## config.mk

```make
export PLATFORM = sky130hd
export DESIGN_NAME = seq_detector_param
export DESIGN_NICKNAME = d
export VERILOG_FILES = /design/src/rtl/seq_detector_param.sv
export SDC_FILE = /design/constraint.sdc
export NUM_CORES = 1
export LEC_CHECK = 0
export BUFFER_PORTS_ARGS = -buffer_cell sky130_fd_sc_hd__buf_2
export CORE_UTILIZATION = 52
export DETAILED_ROUTE_END_ITERATION = 12
export PLACE_DENSITY = 0.77
export SLEW_MARGIN = 30
export SYNTH_ARGS = -nofsm -noshare
export SYNTH_HDL_FRONTEND = slang
export SYNTH_SLANG_ARGS = --single-unit
```

## constraint.sdc

```tcl
create_clock -name clk -period 1.93 [get_ports clk]
set_input_delay 0 -clock clk [delete_from_list [all_inputs] [get_ports clk]]
set_output_delay 0 -clock clk [all_outputs]
set_load 0.05 [all_outputs]
```

## src/rtl/seq_detector_param.sv

```systemverilog
// Serial bit-pattern detector with a loadable PAT_LEN-bit pattern and a saturating match counter.
// Latency: match rises on the clock edge that consumes the final pattern bit, so it is seen one cycle after that bit is presented.
// Backpressure: none. din is consumed on every cycle where in_valid=1. clear and pat_load pre-empt consumption for that cycle.
// Ports:
//   clk, reset     : single rising-edge clock; asynchronous active-high reset
//   din, in_valid  : serial data bit and its qualifier
//   overlap_en     : 1 = matches may share bits; 0 = history restarts after a match
//   pat_load/pat_in: strobe that latches a new pattern (MSB = first bit received)
//   clear          : synchronous clear of history, match and counter (the pattern is kept)
//   match          : registered one-cycle pulse per detected match
//   match_count    : registered saturating match count
module seq_detector_param #(
  parameter int                 PAT_LEN   = 3,
  parameter int                 CNT_W     = 8,
  parameter logic [PAT_LEN-1:0] RESET_PAT = 3'b101
) (
  input  logic               clk,
  input  logic               reset,
  input  logic               din,
  input  logic               in_valid,
  input  logic               overlap_en,
  input  logic               pat_load,
  input  logic [PAT_LEN-1:0] pat_in,
  input  logic               clear,
  output logic               match,
  output logic [CNT_W-1:0]   match_count
);

  localparam int                FILL_W   = (PAT_LEN > 2) ? $clog2(PAT_LEN) : 1;
  localparam logic [FILL_W-1:0] FILL_MAX = FILL_W'(PAT_LEN - 1);

  logic [PAT_LEN-1:0] r_pat;
  logic [PAT_LEN-2:0] r_hist;
  logic [FILL_W-1:0]  r_fill;
  logic               r_match;
  logic [CNT_W-1:0]   r_count;

  logic [PAT_LEN-1:0] w_pat_nxt;
  logic [PAT_LEN-2:0] w_hist_nxt;
  logic [FILL_W-1:0]  w_fill_nxt;
  logic               w_match_nxt;
  logic [CNT_W-1:0]   w_count_nxt;
  logic [PAT_LEN-1:0] w_cand;
  logic               w_hit;

  // The candidate word is the stored history with the incoming bit appended as the LSB.
  assign w_cand = {r_hist, din};

  always_comb begin
    w_pat_nxt   = r_pat;
    w_hist_nxt  = r_hist;
    w_fill_nxt  = r_fill;
    w_count_nxt = r_count;
    w_hit       = 1'b0;

    if (clear) begin
      w_hist_nxt  = '0;
      w_fill_nxt  = '0;
      w_count_nxt = '0;
    end else if (pat_load) begin
      w_pat_nxt  = pat_in;
      w_hist_nxt = '0;
      w_fill_nxt = '0;
    end else if (in_valid) begin
      // Compare only once PAT_LEN-1 earlier bits are present.
      // A partially filled history can never match.
      w_hit      = (r_fill == FILL_MAX) && (w_cand == r_pat);
      w_hist_nxt = w_cand[PAT_LEN-2:0];
      if (w_hit) begin
        // In non-overlap mode, the next match needs PAT_LEN fresh bits.
        w_fill_nxt = overlap_en ? FILL_MAX : '0;
        if (!(&r_count)) begin
          w_count_nxt = r_count + 1'b1;
        end
      end else if (r_fill != FILL_MAX) begin
        w_fill_nxt = r_fill + 1'b1;
      end
    end

    w_match_nxt = w_hit;
  end

  always_ff @(posedge clk or posedge reset) begin
    if (reset) begin
      r_pat   <= RESET_PAT;
      r_hist  <= '0;
      r_fill  <= '0;
      r_match <= 1'b0;
      r_count <= '0;
    end else begin
      r_pat   <= w_pat_nxt;
      r_hist  <= w_hist_nxt;
      r_fill  <= w_fill_nxt;
      r_match <= w_match_nxt;
      r_count <= w_count_nxt;
    end
  end

  assign match       = r_match;
  assign match_count = r_count;

endmodule

```

; ---- Word level (Yosys, flattened, before mapping)
; Index checks and enable logic that the tools add are counted.
[word_totals]
register_bits = 16
latchBits = 0
ramBits = 0
mem_bits_ro = 0
input_bits = 10
out_inout_bits = 9
elab_cells = 39
n_memories = 0
[op_classes]
add_sub_neg = 2
mul = 0
div = 0
magnitude_cmp = 0
eq_ne = 5
shifts = 0
n_mux = 17
bitwise_logic = 1
n_reduce_logical = 9
[ops]
columns = cell, n
row1 = two-way mux 8 bit, 5
row2 = two-way mux 2 bit, 9
row3 = "adder 8 x 1 -> 8 bit, second input constant", 1
row4 = AND reduction 8 bit, 1
row5 = "!= test 2 bit, second input constant", 2
row6 = AND reduction 2 bit, 2
row7 = AND reduction 4 bit, 1
row8 = nonzero test 2 bit, 2
row9 = nonzero test 4 bit, 1
row10 = equality test 3 bit, 1
row11 = two-way mux 1 bit, 3
row12 = nonzero test 3 bit, 1
row13 = "adder 2 x 1 -> 2 bit, second input constant", 1
row14 = "equality test 2 bit, second input constant", 1
row15 = "!= test 2 x 1 -> 1 bit, second input constant", 1
row16 = logical AND 1 bit, 1
row17 = inverter 1 bit, 1

; ---- Longest topological paths before layout
[logic_depth]
depth_word = 6
mapped_depth = 7
ltp_nobuf = 6

; ---- Least setup slack after synthesis
; No wires, ideal clock.
[synth_timing]
path_type = register -> register
startpoint = register r_count[0] (netlist: match_count[0])
endpoint = register r_count[3] (netlist: match_count[3])
setup_ps = 78
t_arrival_ps = 1821
required_ps = 1852
path_slack_ps = 31
path_stages_with_launch = 7
path_buffers = 1
synth_period_minus_slack_ps = 1899
path_cell_list = dfrtp_1 ha_1 nand3_1 o21bai_1 buf_2 or4_1 a21oi_1
[synth_via]
elab_chain_cells = 6
word_cells_on_any_way = 9
classes_between = add/sub: 1 / eq/ne: 1 / mux: 5 / reduce/logical: 2
[synth_rtl]
columns = element, line
row1 = start: declaration, 36  ; logic [CNT_W-1:0] r_count;
row2 = start signal: assignment, 95  ; r_count <= w_count_nxt;
row3 = adder 8 x 1 -> 8 bit, 73  ; w_count_nxt = r_count + 1'b1;
row4 = two-way mux 8 bit, 72  ; if (!(&r_count)) begin
row5 = two-way mux 8 bit, 69  ; if (w_hit) begin
row6 = two-way mux 8 bit, 64  ; end else if (in_valid) begin
row7 = two-way mux 8 bit, 60  ; end else if (pat_load) begin
row8 = two-way mux 8 bit, 56  ; if (clear) begin
; Several ways; a longest one is shown, not always the timed one. The select of a mux whose other input is x is not followed.
; A chain may end at the register's enable or synchronous reset.

; ---- Final worst setup path
[layout_timing]
startpoint = register r_fill[0]
endpoint = register r_count[7] (netlist: match_count[7])
[layout_via]
elab_chain_cells = 4
[layout_rtl]
columns = element, line
row1 = start: declaration, 34  ; logic [FILL_W-1:0] r_fill;
row2 = start signal: assignment, 93  ; r_fill <= w_fill_nxt;
row3 = equality test 2 bit, 67  ; w_hit = (r_fill == FILL_MAX) && (w_cand == r_pat);
row4 = logical AND 1 bit, 67
row5 = nonzero test 2 bit (no line), n/a
row6 = AND reduction 4 bit (no line), n/a
; No other way between the ends.

==> summary.txt <==
Outcome
  – Outcome: finished, final reports clean

Setup path
  – Register-to-register path setup slack: 0.15 ns
  – Critical path endpoint: match_count[7]
  – Crit path launch: r_fill[0]
  – Cell count of the worst reg-to-reg path: 7
  – Worst EP required: 2.17 ns
  – Reg2Reg Capture Point: match_count[7]
  – Largest fanout on the critical path: 10
  – Element type at the critical path end: flip-flop
  – Slowest CP cell: sky130_fd_sc_hd__or4b_1
  – CP cell instances: inv_1, ha_2, nand2_1, nand4b_4, buf_6, or4b_1, a21oi_2
  – Dominant delay contributor by cell family on the critical path: simple AND/OR/NAND/NOR gates
  – Slowest stage delay, CP: 0.52 ns
  – Launching point of the worst reg2reg path: r_fill[0]
  – Critical Path AT: 2.02 ns
  – Count of cell instances traversed by the critical path: 7
  – CP startpoint kind: flip-flop
  – WP buf/inv: 2
  – Worst Setup Path Type: flip-flop to flip-flop

Global route
  – Initial antenna violation count: 0
  – Global-route usage over all layers: 21.9%
  – Via count of the first global-routing pass: 728
  – Grt ovf: 0
  – Largest net degree at the start of global routing: 17
  – Wire length of the first global-routing pass: 2.99 mm

Detailed routing
  – Highest routed layer: met4
  – DRC violation count after routing: 0
  – Number of detailed-route iterations in the first pass: 4
  – Vias per std cell: 5.96
  – Antenna violation net count after detailed routing: 0
  – Amount of wire on met3 after detailed routing: 73 um
  – Mean routed wirelength per cell: 13.2 um
  – Met2 wirelength from detailed routing: 841 um
  – Met1 WL: 745 um
  – Total wire length: 1.69 mm
  – Vias after detailed routing: 763
  – DRT iter0 DRCs: 7

Synth
  – Post-synth cell types: 33
  – Post-synthesis cell area: 886 um^2
  – Average cell area after synthesis: 10.2 um^2
  – Net Count, Synth: 99
  – Number of cells produced by synthesis: 87
  – Part of the Yosys area used for sequential elements: 45.5%
  – Synth Register Bits: 16
  – Number of warnings printed during yosys synthesis: 0

Clocking
  – Total CTS buffers: 3
  – Clock Latency Late Sink: 0.30 ns
  – Clock transition at path regs: 0.10 ns
  – Number of sinks handled by clock tree synthesis: 16
  – Number of buffers on the longest clock path: 2
  – H-tree depth reported by CTS: 1
  – Clock tree from TritonCTS: yes
  – Clk Tree Root Cell: sky130_fd_sc_hd__clkbuf_4
  – Number of post-CTS setup repair buffers: 0

Power and ir drop
  – Leakage: 0.480 nW
  – Reported net switching power: 161 uW
  – Power Density: 583 nW/um^2
  – Internal power consumption: 474 uW
  – Clock network fraction of total power: 29.3%
  – Switching Fraction: 25.4%
  – Share of power burned in registers: 56.7%
  – Largest voltage drop on the vdd net: 505 uV
  – Logic pwr share: 13.9%
  – Final Total Pwr: 635 uW

Placement
  – Final HPWL DP: 1.21 mm
  – Cell Count Post-Placement: 119
  – Post-DP Area: 987 um^2
  – Number of port buffers: 18
  – Final estimated routing congestion in global placement: 0.786

Final layout
  – Net count of the finished layout: 125
  – Final standard cell count with taps included and fillers excluded: 128
  – Commonest cells after routing, fill and taps aside: sky130_fd_sc_hd__buf_2 (18), sky130_fd_sc_hd__dfrtp_1 (14), sky130_fd_sc_hd__nand2_1 (5), sky130_fd_sc_hd__dlygate4sd3_1 (5)
  – Layout cells sized above 1: 32.1%
  – Design Area, Final: 1090 um^2
  – Leading cell type in the layout, fill and taps excluded: sky130_fd_sc_hd__buf_2
  – Layout-stage area growth over the synthesis result: 23.0%
  – Antenna diode count: 0
  – Filler instances: 112

Floorplan
  – DIE WIDTH: 43.3 um
  – Effective utilization at floorplan: 57.5%
  – Height of the chip: 43.3 um
  – FP Rows: 14
  – Number of top-level pins: 19
  – DIE AREA: 1870 um^2
  – Core area: 1540 um^2

STA
  – Hold WS: 0.00991 ns
  – Finish-stage setup viols: 0
  – RSZ-0062 raised after global routing: false
  – Worst slew slack as a fraction of its limit: 60.5%
  – Count of pins over their slew limit: 0
  – Aggregate negative setup slack: 0 ns
  – Hold violation total from the final report: 0
  – Pin slew with the least headroom to its limit: 0.592 ns
  – Max Freq: 562 MHz
  – Period utilisation layout: 92.2%
  – Clock skew: 0.0179 ns
  – Min Tclk post-route: 1.78 ns

Flow run
  – Number of maximum-capacitance violations: 0

Min path
  – Worst hold-check path type: input pin to flip-flop
-- synthesized netlist by cell type --
master	n	area, um^2
sky130_fd_sc_hd__clkbuf_1	1	3.75
sky130_fd_sc_hd__nand2b_1	1	6.26
sky130_fd_sc_hd__dfrtp_1	14	350
sky130_fd_sc_hd__o31ai_1	3	22.5
sky130_fd_sc_hd__mux2i_1	3	30.0
sky130_fd_sc_hd__buf_2	1	5.00
sky130_fd_sc_hd__xnor2_1	3	26.3
sky130_fd_sc_hd__nand4b_2	1	15.0
sky130_fd_sc_hd__o21ba_2	1	10.0
sky130_fd_sc_hd__nand4_1	1	6.26
sky130_fd_sc_hd__or4_1	3	22.5
sky130_fd_sc_hd__o31a_1	1	8.76
sky130_fd_sc_hd__a31oi_1	1	6.26
sky130_fd_sc_hd__nand3_2	1	10.0
sky130_fd_sc_hd__nand4b_1	1	8.76
sky130_fd_sc_hd__o211ai_1	1	7.51
sky130_fd_sc_hd__a21oi_1	6	30.0
sky130_fd_sc_hd__or3_1	2	12.5
sky130_fd_sc_hd__nand2_1	5	18.8
sky130_fd_sc_hd__buf_4	2	15.0
sky130_fd_sc_hd__nand3_1	3	15.0
sky130_fd_sc_hd__o21ai_0	3	15.0
sky130_fd_sc_hd__dfstp_2	2	52.6
sky130_fd_sc_hd__nor2b_1	4	25.0
sky130_fd_sc_hd__ha_1	2	25.0
sky130_fd_sc_hd__nor2_1	4	15.0
sky130_fd_sc_hd__inv_1	4	15.0
sky130_fd_sc_hd__o21bai_1	1	7.51
sky130_fd_sc_hd__nor4_1	2	12.5
sky130_fd_sc_hd__o41ai_1	2	17.5
sky130_fd_sc_hd__or4b_1	1	10.0
sky130_fd_sc_hd__mux2_2	4	45.0
sky130_fd_sc_hd__nor3_1	3	15.0
-- repair_timing --
| action | CTS | global route |
|---|---|---|
| endpoints found under the setup margin | 0 | 5 |
| hold endpoints to repair | 20 | 0 |
| resized for setup | 0 | 6 |
| hold buffers | 5 | 0 |
-- worst min path at each step --
stage	startpoint	to	slack, ns	depth (start not counted)
floorplan	reset	match	-0.09	1
global placement	reset	match_count[0]	0.10	2
detailed placement	reset	match_count[0]	0.09	2
CTS	in_valid	r_fill[0]	0.005	2
global route	in_valid	r_fill[0]	0.02	2
finish	in_valid	r_fill[0]	0.01	2
-- registers in the layout, summed over array words and instances, names as in the netlist --
signal and cells:
match 1, match_count 8, r_fill 2, r_hist 2
r_pat 3
-- power by group through the flow --
stage | clock (mW) | sequential, mW | combinational, mW
6_report | 0.186 | 0.360 | 0.0886
3_5_place_dp | 0 | 0.367 | 0.0758
4_1_cts | 0.191 | 0.361 | 0.0837
3_3_place_gp | 0 | 0.367 | 0.0746
5_1_grt | 0.204 | 0.362 | 0.0989
2_1_floorplan | 0 | 0.365 | 0.0560
-- layout make-up --
class                   instances  area, um^2  area share [%]
flip-flops and latches         16         403            37.0
well taps                      16        20.0            1.84
clock buffers                   4        26.3            2.41
repair buffers                 25         159            14.6
multi-input cells              63         467            42.8
inverters                       4        15.0            1.38
-- cell families after synthesis --
group                    share of synthesized area, %
AND/OR/NAND/NOR                                  21.7
AO/OA/AOI/OAI                                    14.1
flip-flops                                       45.5
buffers and inverters                            4.38
multiplexers                                     8.47
XOR/XNOR                                         2.97
adder cells (fa/ha/maj)                          2.82
-- worst reg2reg max path: stages (launching register included) --
cell	delay (ns)
sky130_fd_sc_hd__dfrtp_1	0.39
sky130_fd_sc_hd__inv_1	0.06
sky130_fd_sc_hd__ha_2	0.20
sky130_fd_sc_hd__nand2_1	0.06
sky130_fd_sc_hd__nand4b_4	0.18
sky130_fd_sc_hd__buf_6	0.16
sky130_fd_sc_hd__or4b_1	0.52
sky130_fd_sc_hd__a21oi_2	0.16
-- routing by layer --
| metal | GRT usage (%) | vias up |
|---|---|---|
| met5 | 0 | - |
| met4 | 9.09 | 0 |
| met3 | 7.66 | 3 |
| met2 | 35.2 | 20 |
| met1 | 26.4 | 364 |
| li1 | - | 376 |
-- per-stage QoR --
step	utilization (%)	setup WS, ns
finish	70.7	0.150
detailed placement	64.0	0.0278
global placement	64.0	0.108
floorplan	-	0.0311
CTS	69.0	0.0215
global route	70.7	0.0132
Note: power is estimated with default switching activity, not from simulation.
